===== src/rtl/seg7_pkg.sv =====
// seg7_pkg: shared constants and the hex -> active-low 7-segment lookup
// for the multiplexed display driver.
package seg7_pkg;

  localparam int          N_DIG     = 8;
  localparam logic [7:0]  SEG_BLANK = 8'hFF;
  localparam logic [7:0]  AN_OFF    = 8'hFF;

  // Active-low {G,F,E,D,C,B,A}; a 0 bit lights the segment.
  function automatic logic [6:0] hex2seg(input logic [3:0] h);
    logic [6:0] s;
    case (h)
      4'h0: s = 7'h40;
      4'h1: s = 7'h79;
      4'h2: s = 7'h24;
      4'h3: s = 7'h30;
      4'h4: s = 7'h19;
      4'h5: s = 7'h12;
      4'h6: s = 7'h02;
      4'h7: s = 7'h78;
      4'h8: s = 7'h00;
      4'h9: s = 7'h10;
      4'hA: s = 7'h08;
      4'hB: s = 7'h03;
      4'hC: s = 7'h46;
      4'hD: s = 7'h21;
      4'hE: s = 7'h06;
      default: s = 7'h0E;
    endcase
    return s;
  endfunction

endpackage


===== src/rtl/seg7_scan_driver_if.sv =====
// seg7_scan_driver_if: user-side update handshake of the display driver.
// master = user logic staging new display contents, slave = the driver.
interface seg7_scan_driver_if;
  logic        load;
  logic [31:0] data_in;
  logic [7:0]  dp_in;
  logic [7:0]  en_in;
  logic        upd_ack;
  logic        frame_done;

  modport master (output load, data_in, dp_in, en_in,
                  input  upd_ack, frame_done);
  modport slave  (input  load, data_in, dp_in, en_in,
                  output upd_ack, frame_done);
endinterface


===== src/rtl/seg7_hex_decoder.sv =====
// seg7_hex_decoder: combinational nibble -> active-low GFEDCBA segments.
module seg7_hex_decoder
  import seg7_pkg::*;
(
  input  logic [3:0] i_nibble,
  output logic [6:0] o_seg
);
  assign o_seg = hex2seg(i_nibble);
endmodule


===== src/rtl/seg7_scan_driver.sv =====
// seg7_scan_driver: 8-digit multiplexed 7-segment scanner with a tear-free
// update path. New contents are staged on load and copied to the displayed
// (shadow) set only on the digit 7 -> 0 wrap, so a frame never mixes two
// updates.
// Optional feature macro: SEG7_BRIGHTNESS_EN (adds a 3-bit brightness port
// that shortens the anode-on window within each digit slot).
module seg7_scan_driver
  import seg7_pkg::*;
#(
  parameter int PRESCALE = 12500
) (
  input  logic              CLK,
  input  logic              RST_N,
`ifdef SEG7_BRIGHTNESS_EN
  input  logic [2:0]        brightness,
`endif
  seg7_scan_driver_if.slave bus,
  output logic [7:0]        seg,
  output logic [7:0]        an
);

  localparam int CW = (PRESCALE > 2) ? $clog2(PRESCALE) : 1;

  logic [CW-1:0] r_cnt;
  logic [2:0]    r_idx;
  logic [31:0]   r_stg_data;
  logic [7:0]    r_stg_dp;
  logic [7:0]    r_stg_en;
  logic          r_pending;
  logic [31:0]   r_shd_data;
  logic [7:0]    r_shd_dp;
  logic [7:0]    r_shd_en;
  logic          r_upd_ack;
  logic          r_frame_done;
  logic [7:0]    r_seg;
  logic [7:0]    r_an;

  logic          w_tick;
  logic          w_wrap;
  logic [4:0]    w_base;
  logic [3:0]    w_nib;
  logic [6:0]    w_seg7;
  logic          w_dig_en;
  logic          w_an_on;

  assign w_tick = (r_cnt == CW'(PRESCALE - 1));
  assign w_wrap = w_tick && (r_idx == 3'(N_DIG - 1));

  assign w_base   = {r_idx, 2'b00};
  assign w_nib    = r_shd_data[w_base +: 4];
  assign w_dig_en = r_shd_en[r_idx];

`ifdef SEG7_BRIGHTNESS_EN
  // Anode window scales with brightness: (b+1)/8 of the slot, from cnt 0.
  logic [31:0] w_thr;
  assign w_thr   = (({29'd0, brightness} + 32'd1) * 32'(PRESCALE)) >> 3;
  assign w_an_on = w_dig_en && ({{(32-CW){1'b0}}, r_cnt} < w_thr);
`else
  assign w_an_on = w_dig_en;
`endif

  seg7_hex_decoder u_dec (
    .i_nibble (w_nib),
    .o_seg    (w_seg7)
  );

  // Prescaler and digit index; idx advances once per slot and wraps 7 -> 0.
  always_ff @(posedge CLK or negedge RST_N) begin
    if (!RST_N) begin
      r_cnt <= '0;
      r_idx <= '0;
    end else if (w_tick) begin
      r_cnt <= '0;
      r_idx <= r_idx + 3'd1;
    end else begin
      r_cnt <= r_cnt + CW'(1);
    end
  end

  // Staging register: last load before a wrap wins.
  always_ff @(posedge CLK or negedge RST_N) begin
    if (!RST_N) begin
      r_stg_data <= '0;
      r_stg_dp   <= '0;
      r_stg_en   <= '0;
      r_pending  <= 1'b0;
    end else begin
      if (bus.load) begin
        r_stg_data <= bus.data_in;
        r_stg_dp   <= bus.dp_in;
        r_stg_en   <= bus.en_in;
      end
      // A load on the wrap cycle stays pending for the next frame.
      r_pending <= bus.load | (r_pending & ~w_wrap);
    end
  end

  // Commit at frame boundary; the staged copy read here is the pre-load value.
  always_ff @(posedge CLK or negedge RST_N) begin
    if (!RST_N) begin
      r_shd_data   <= '0;
      r_shd_dp     <= '0;
      r_shd_en     <= '0;
      r_upd_ack    <= 1'b0;
      r_frame_done <= 1'b0;
    end else begin
      if (w_wrap && r_pending) begin
        r_shd_data <= r_stg_data;
        r_shd_dp   <= r_stg_dp;
        r_shd_en   <= r_stg_en;
      end
      r_upd_ack    <= w_wrap & r_pending;
      r_frame_done <= w_wrap;
    end
  end

  // Registered pin drive: a single anode at most, blanked digits fully dark.
  always_ff @(posedge CLK or negedge RST_N) begin
    if (!RST_N) begin
      r_an  <= AN_OFF;
      r_seg <= SEG_BLANK;
    end else begin
      r_an  <= w_an_on  ? ~(8'b1 << r_idx) : AN_OFF;
      r_seg <= w_dig_en ? {~r_shd_dp[r_idx], w_seg7} : SEG_BLANK;
    end
  end

  assign bus.upd_ack    = r_upd_ack;
  assign bus.frame_done = r_frame_done;
  assign seg            = r_seg;
  assign an             = r_an;

endmodule


===== src/flat_wrapper.sv =====
// flat-port wrapper written by rule: the top's interface ports become plain ports
module seg7_scan_driver_flat import seg7_pkg::*;
#(
  parameter int PRESCALE = 12500
)
  (CLK, RST_N, seg, an, bus_load, bus_data_in, bus_dp_in, bus_en_in, bus_upd_ack, bus_frame_done);
  seg7_scan_driver_if bus_i ();
  input  logic CLK;
  input  logic RST_N;
  output logic [7:0] seg;
  output logic [7:0] an;
  input wire logic [$bits(bus_i.load)-1:0] bus_load;
  input wire logic [$bits(bus_i.data_in)-1:0] bus_data_in;
  input wire logic [$bits(bus_i.dp_in)-1:0] bus_dp_in;
  input wire logic [$bits(bus_i.en_in)-1:0] bus_en_in;
  output wire logic [$bits(bus_i.upd_ack)-1:0] bus_upd_ack;
  output wire logic [$bits(bus_i.frame_done)-1:0] bus_frame_done;
  assign bus_i.load = bus_load;
  assign bus_i.data_in = bus_data_in;
  assign bus_i.dp_in = bus_dp_in;
  assign bus_i.en_in = bus_en_in;
  assign bus_upd_ack = bus_i.upd_ack;
  assign bus_frame_done = bus_i.frame_done;
  seg7_scan_driver #(.PRESCALE(PRESCALE)) u_core (.CLK(CLK), .RST_N(RST_N), .bus(bus_i), .seg(seg), .an(an));
endmodule

===== config.mk =====
export PLATFORM = sky130hd
export DESIGN_NAME = seg7_scan_driver_flat
export DESIGN_NICKNAME = d
export VERILOG_FILES = /design/src/rtl/seg7_pkg.sv /design/src/rtl/seg7_scan_driver_if.sv /design/src/rtl/seg7_hex_decoder.sv /design/src/rtl/seg7_scan_driver.sv /design/src/flat_wrapper.sv
export SDC_FILE = /design/constraint.sdc
export NUM_CORES = 1
export LEC_CHECK = 0
export CORE_ASPECT_RATIO = 0.7
export CORE_MARGIN = 2
export CORE_UTILIZATION = 50
export CTS_CLUSTER_SIZE = 12
export DETAILED_ROUTE_END_ITERATION = 8
export GPL_ROUTABILITY_DRIVEN = 0
export PLACE_DENSITY = 0.75
export SYNTH_ARGS = -nofsm -noshare
export SYNTH_HDL_FRONTEND = slang
export SYNTH_HIERARCHICAL = 1
export SYNTH_SLANG_ARGS = --single-unit

===== constraint.sdc =====
create_clock -name CLK -period 2.62 [get_ports CLK]
set_clock_uncertainty 0.05 [all_clocks]
set_input_delay 0.393 -clock CLK [delete_from_list [all_inputs] [get_ports CLK]]
set_output_delay 0.393 -clock CLK [all_outputs]
set_load 0.02 [all_outputs]

# Word level (Yosys, flattened, before mapping)
# Memories as Yosys holds them, arrays and structs flattened.
# Cells that the tools add are included.
[word_totals]
ff_bits = 132
latch_bits = 0
mem_bits_rw = 0
romBits = 112
memories = 1
[mem_list]
columns = ["name", "words", "width", "read_ports", "rd_clocked_by_memory_dff", "write_ports", "line", "text"]
rows = [
  ["(name not given)", 16, 7, 1, 0, 0, "seg7_pkg.sv:12", "case (h)"],
]
[op_classes]
add_sub_neg = 2
mul = 0
n_div = 0
n_lt_le_gt_ge = 1
n_eq_ne = 2
n_shift = 2
muxes = 7
bitwise = 6
n_reduce_logical = 2
[ops]
columns = ["operator", "count"]
rows = [
  ["$shiftx 32x6->4", 1],
  ["$mux 8", 2],
  ["$add 14x1->14 const B", 1],
  ["$eq 14x14->1 const B", 1],
  ["$mux 14", 1],
  ["$not 8->8", 1],
  ["$shl 1x3->8 const A", 1],
  ["$bmux 1 s3", 2],
  ["$lt 3x4->1 const B", 1],
  ["$add 3x1->3 const B", 1],
  ["$eq 3x3->1 const B", 1],
  ["$and 1x1->1", 2],
  ["$logic_and 1x1->1", 2],
  ["$mux 1", 2],
  ["$not 1->1", 2],
  ["$or 1x1->1", 1],
]

# Logic depth before layout (Yosys ltp)
[logic_depth]
ltp_word = 5
mapped_depth = 10
mapped_depth_nobuf = 9

# Hierarchy
# Netlist, hierarchy kept.
[by_module_without_submodules]
columns = ["module", "instances", "cells_per_inst", "area_per_inst_um2", "seq_area_each_um2"]
rows = [
  ["seg7_scan_driver", 1, 353, 5367.6, 3323.2],
  ["seg7_hex_decoder", 1, 32, 275.3, 0.0],
]

# Worst setup path before layout
# No wires, ideal clock.
[synth_timing]
path_type = "flip-flop to flip-flop"
startpoint = "register u_core.r_idx[0]"
endpoint = "register u_core.r_seg[3] (netlist: u_core/seg[3])"
setup_time_ps = 84
arrival_ps = 2548
setup_slack_ps = -63
path_stages_with_launch = 10
synth_period_minus_slack_ps = 2683
path_cell_list = "dfrtp_1 -> buf_2 -> mux4_2 -> nand2_1 -> nand2_1 -> inv_1 -> ha_1 -> inv_1 -> mux4_1 -> or2_2"
[synth_via]
elab_chain_cells = 3
[synth_lines]
columns = ["item", "line", "text"]
rows = [
  ["from (decl)", "seg7_scan_driver.sv:25", "logic [2:0] r_idx;"],
  ["from (signal assigned)", "seg7_scan_driver.sv:74", "r_idx <= r_idx + 3'd1;"],
  ["$shiftx 32x6->4", "seg7_scan_driver.sv:50", "assign w_nib = r_shd_data[w_base +: 4];"],
  ["net u_core.w_nib[0]", "seg7_scan_driver.sv:41", "logic [3:0] w_nib;"],
  ["$mem_v2 16x7", "-", ""],
  ["net u_core.w_seg7[3]", "seg7_scan_driver.sv:42", "logic [6:0] w_seg7;"],
  ["$mux 8", "seg7_scan_driver.sv:124", "r_seg <= w_dig_en ? {~r_shd_dp[r_idx], w_seg7} : SEG_BLANK;"],
  ["to (signal assigned)", "seg7_scan_driver.sv:124", ""],
  ["to (decl)", "seg7_scan_driver.sv:35", "logic [7:0] r_seg;"],
]
# The timed path passes the listed nets, and every way through them passes these cells. The select of a mux whose other input is x is not followed.
# A chain may end at the register's enable or synchronous reset.

# Worst setup path in the final report
[layout_timing]
startpoint = "register u_core.r_idx[0]"
endpoint = "register u_core.r_seg[0] (netlist: u_core/seg[0])"
# Same word-level chain as after synthesis.

==> flow_summary.toml <==
[synthesis]
yosysTopAreaCellShare = 0.514
synth_edf_count = 0
async_reset_ff_frac = 1.00
syn_area_um2 = 5640
synth_warnings = 6
synthCells = 385
synth_most_common_cell = "dfrtp_1"
synth_commonest_cells = "dfrtp_1, mux2_2, nand2_1"
synth_top_cell_by_area = "dfrtp_1"
synth_ff_type = "dfrtp_1"
syn_nets = 450
ys_ff_latch = 132
yosys-top-cells-area = "dfrtp_1, mux2_2, dfstp_2, mux4_2, ha_1"
yosysSeqAreaShare = 0.589
synth.avg_cell_area_um2 = 14.7
synthDistinctLibCells = 40

[placement]
placed_cells = 602
port_buffers = 68
hpwl_um = 7290

[sta]
slew_viol_final = 0
setup_viol = 0
period_share = 0.959
rsz0062_at_grt = "false"
relSlewSlack = 0.644
tightest_slew_ns = 0.531
hold_viol_final = 0
fin_crit_ns = 2.51
fmax_mhz = 398

[setup_path]
crit_family = "simple AND/OR/NAND/NOR gates"
critical_path_required_ns = 2.92
critPathMostFrequentCell = "nand2_1"
cp_cell_sequence = "mux4_2 -> nand2_1 -> nand2_1 -> inv_1 -> ha_1 -> and2b_2 -> or3b_1 -> o21ai_0 -> or2_2"
worstPathArrival_ns = 2.82
worst-setup-path-type = "register to register"
slowest_stage = "mux4_2"
r2r_end = "u_core/seg[0]"
rr_startpoint = "u_core/r_idx[0]"
cp-end-kind = "register"
crit_fanout = 8
cp.buffers_inverters = 1
cpPeakStageDelay_ns = 0.54
r2r_setup_slack_ns = 0.11
ff2ff_path_depth = 9
cp-start-kind = "register"
startpoint = "u_core/r_idx[0]"

[clock_network]
numCtsBuffers = 17
cts-root-buf = "clkbuf_16"
cts_max_path_buffers = 2
clk_latency_ns = 0.41
cts_tree = "done"
cts.clk_slew.worst_paths_ns = 0.05
clock_sinks = 132
ctsHtreeMaxLevel = 4

[hold_path]
holdPathStages = 1
min_from = "u_core/r_pending"
hold_path_class = "register to register"
holdPathEnd = "u_core/r_pending"

[power]
power.leakage_uw = 0.00323
power.density_nw_per_um2 = 702
ir_drop_uv = 536

[detailed_routing]
drtIter0Drc = 140
num_vias = 3258
firstDrtPassIters = 6
ant_nets = 0
routed_wl_um = 10600
drc = 0
wire_per_inst_um = 16.7
highest_layer = "met4"
wl_met2_um = 5140
wl_met1_um = 4880
met3_length_um = 477
vias_per_cell = 5.13

[global_routing]
grt_pass1_wl_um = 17800
antenna_found_initial = 0
grt_max_degree = 53
gr-total-overflow = 0
grt_pass1_vias = 3497
grt_use_total = 0.198

[floorplanning]
ios = 69
initial_core_util = 0.513
placement_rows = 32
die-area_um2 = 12200
core_um2 = 11000
die_h_um = 92.9
die_width_um = 131

[layout]
drive_above_1_share = 0.365
utilization = 0.658
antennaDiodeCount = 0
area_growth_pct = 28.5
nets = 535
layoutNonFillerInstCount = 635

[status]
outcome = "finished clean"

[run]
max_cap_violations = 0
==> final cells by class <==
cell class	count	area, um^2
Inverter	8	30.0
Sequential cell	132	3320
Tap cell	153	191
Clock inverter	9	198
Clock buffer	22	484
Fill cell	763	3760
Timing Repair Buffer	83	838
Multi-Input combinational cell	228	2180
==> through the flow <==
stage	area (um^2)	hold WS [ns]	total power [uW]	setup TNS [ns]	worst slack (ns)
5_1_grt	7250	0.447	5270	0	0.00153
4_1_cts	7240	0.433	5140	0	0.0655
6_report	7250	0.430	5090	0	0.107
3_3_place_gp	6550	0.353	2410	0	0.0709
2_1_floorplan	5650	0.0474	2260	0	0.0250
3_5_place_dp	6550	0.370	2420	-0.0659	-0.0456
==> worst register-to-register path, stage by stage, from the launching register on <==
cell	delay, ns
dfrtp_2	0.48
mux4_2	0.54
nand2_1	0.08
nand2_1	0.14
inv_1	0.18
ha_1	0.21
and2b_2	0.23
or3b_1	0.35
o21ai_0	0.07
or2_2	0.13
==> sequential cells by signal, summed over array words and instances, names as in the netlist <==
signal / cells
u_core/r_shd_data: 32
u_core/r_stg_data: 32
u_core/r_stg_dp: 8
u_core/r_idx: 3
u_core/r_pending: 1
u_core/bus.frame_done: 1
u_core/r_shd_en: 8
u_core/r_shd_dp: 8
u_core/r_stg_en: 8
u_core/seg: 8
u_core/r_cnt: 14
u_core/bus.upd_ack: 1
u_core/an: 8
==> kinds of logic (layout without fill, tap and decap cells) <==
kind of cell    Yosys count  in the layout  share of synthesized area
mux                     115            115                      0.255
xor+xnor                 11             11                     0.0171
flops                   132            132                      0.589
fa+ha+maj                14             14                     0.0310
compound gates           14             14                     0.0160
buf+inv                  25            122                     0.0244
simple gates             74             74                     0.0676
==> cells in the final DEF (no fill, tap or decap), types with 2 or more instances in the layout <==
| cell | synthesis | layout |
|---|---|---|
| dfrtp_1 | 116 | 115 |
| mux2_2 | 88 | 88 |
| clkdlybuf4s50_1 | 0 | 66 |
| nand2_1 | 25 | 25 |
| clkbuf_16 | 0 | 17 |
| nor2_1 | 16 | 16 |
| dfstp_2 | 16 | 16 |
| ha_1 | 14 | 14 |
| mux4_2 | 12 | 12 |
| buf_4 | 4 | 11 |
| nand3_1 | 9 | 9 |
| mux2_1 | 9 | 9 |
| or2_2 | 8 | 8 |
| inv_1 | 8 | 7 |
| bufinv_16 | 0 | 6 |
| o21ai_0 | 6 | 6 |
| xnor2_1 | 6 | 6 |
| mux2i_1 | 5 | 5 |
| xor2_1 | 5 | 5 |
| clkbuf_8 | 0 | 4 |
| buf_12 | 0 | 4 |
| a21o_1 | 3 | 3 |
| clkinv_2 | 0 | 2 |
| and2_0 | 2 | 2 |
| a21oi_1 | 2 | 2 |
| a22o_1 | 2 | 2 |
==> power breakdown <==
| part | switching, uW | internal [uW] | total (uW) |
|---|---|---|---|
| logic | 83.0 | 138 | 221 |
| registers | 46.6 | 2120 | 2160 |
| clock network | 831 | 1880 | 2710 |
==> layer usage <==
| layer | global-route usage | vias to the layer above |
|---|---|---|
| li1 | - | 1520 |
| met2 | 0.316 | 72 |
| met5 | 0 | - |
| met1 | 0.255 | 1656 |
| met3 | 0.0618 | 10 |
| met4 | 0.0762 | 0 |
==> worst max-delay path by stage <==
stage / end / slack (ns) / cells past startpoint
finish: u_core/seg[0] / 0.11 / 9
global route: u_core/seg[3] / 0.002 / 8
CTS: u_core/seg[3] / 0.07 / 8
detailed placement: u_core/seg[3] / -0.05 / 8
global placement: u_core/seg[3] / 0.07 / 8
floorplan: u_core/seg[3] / 0.02 / 9
==> repair_timing <==
action / CTS / global route
endpoints found under the hold margin: 36 / 0
hold buffers: 1 / 0
resized for setup: 1 / 1
endpoints found under the setup margin: 2 / 3
buffers inserted: 0 / 1
(Power assumes the default switching activity.)
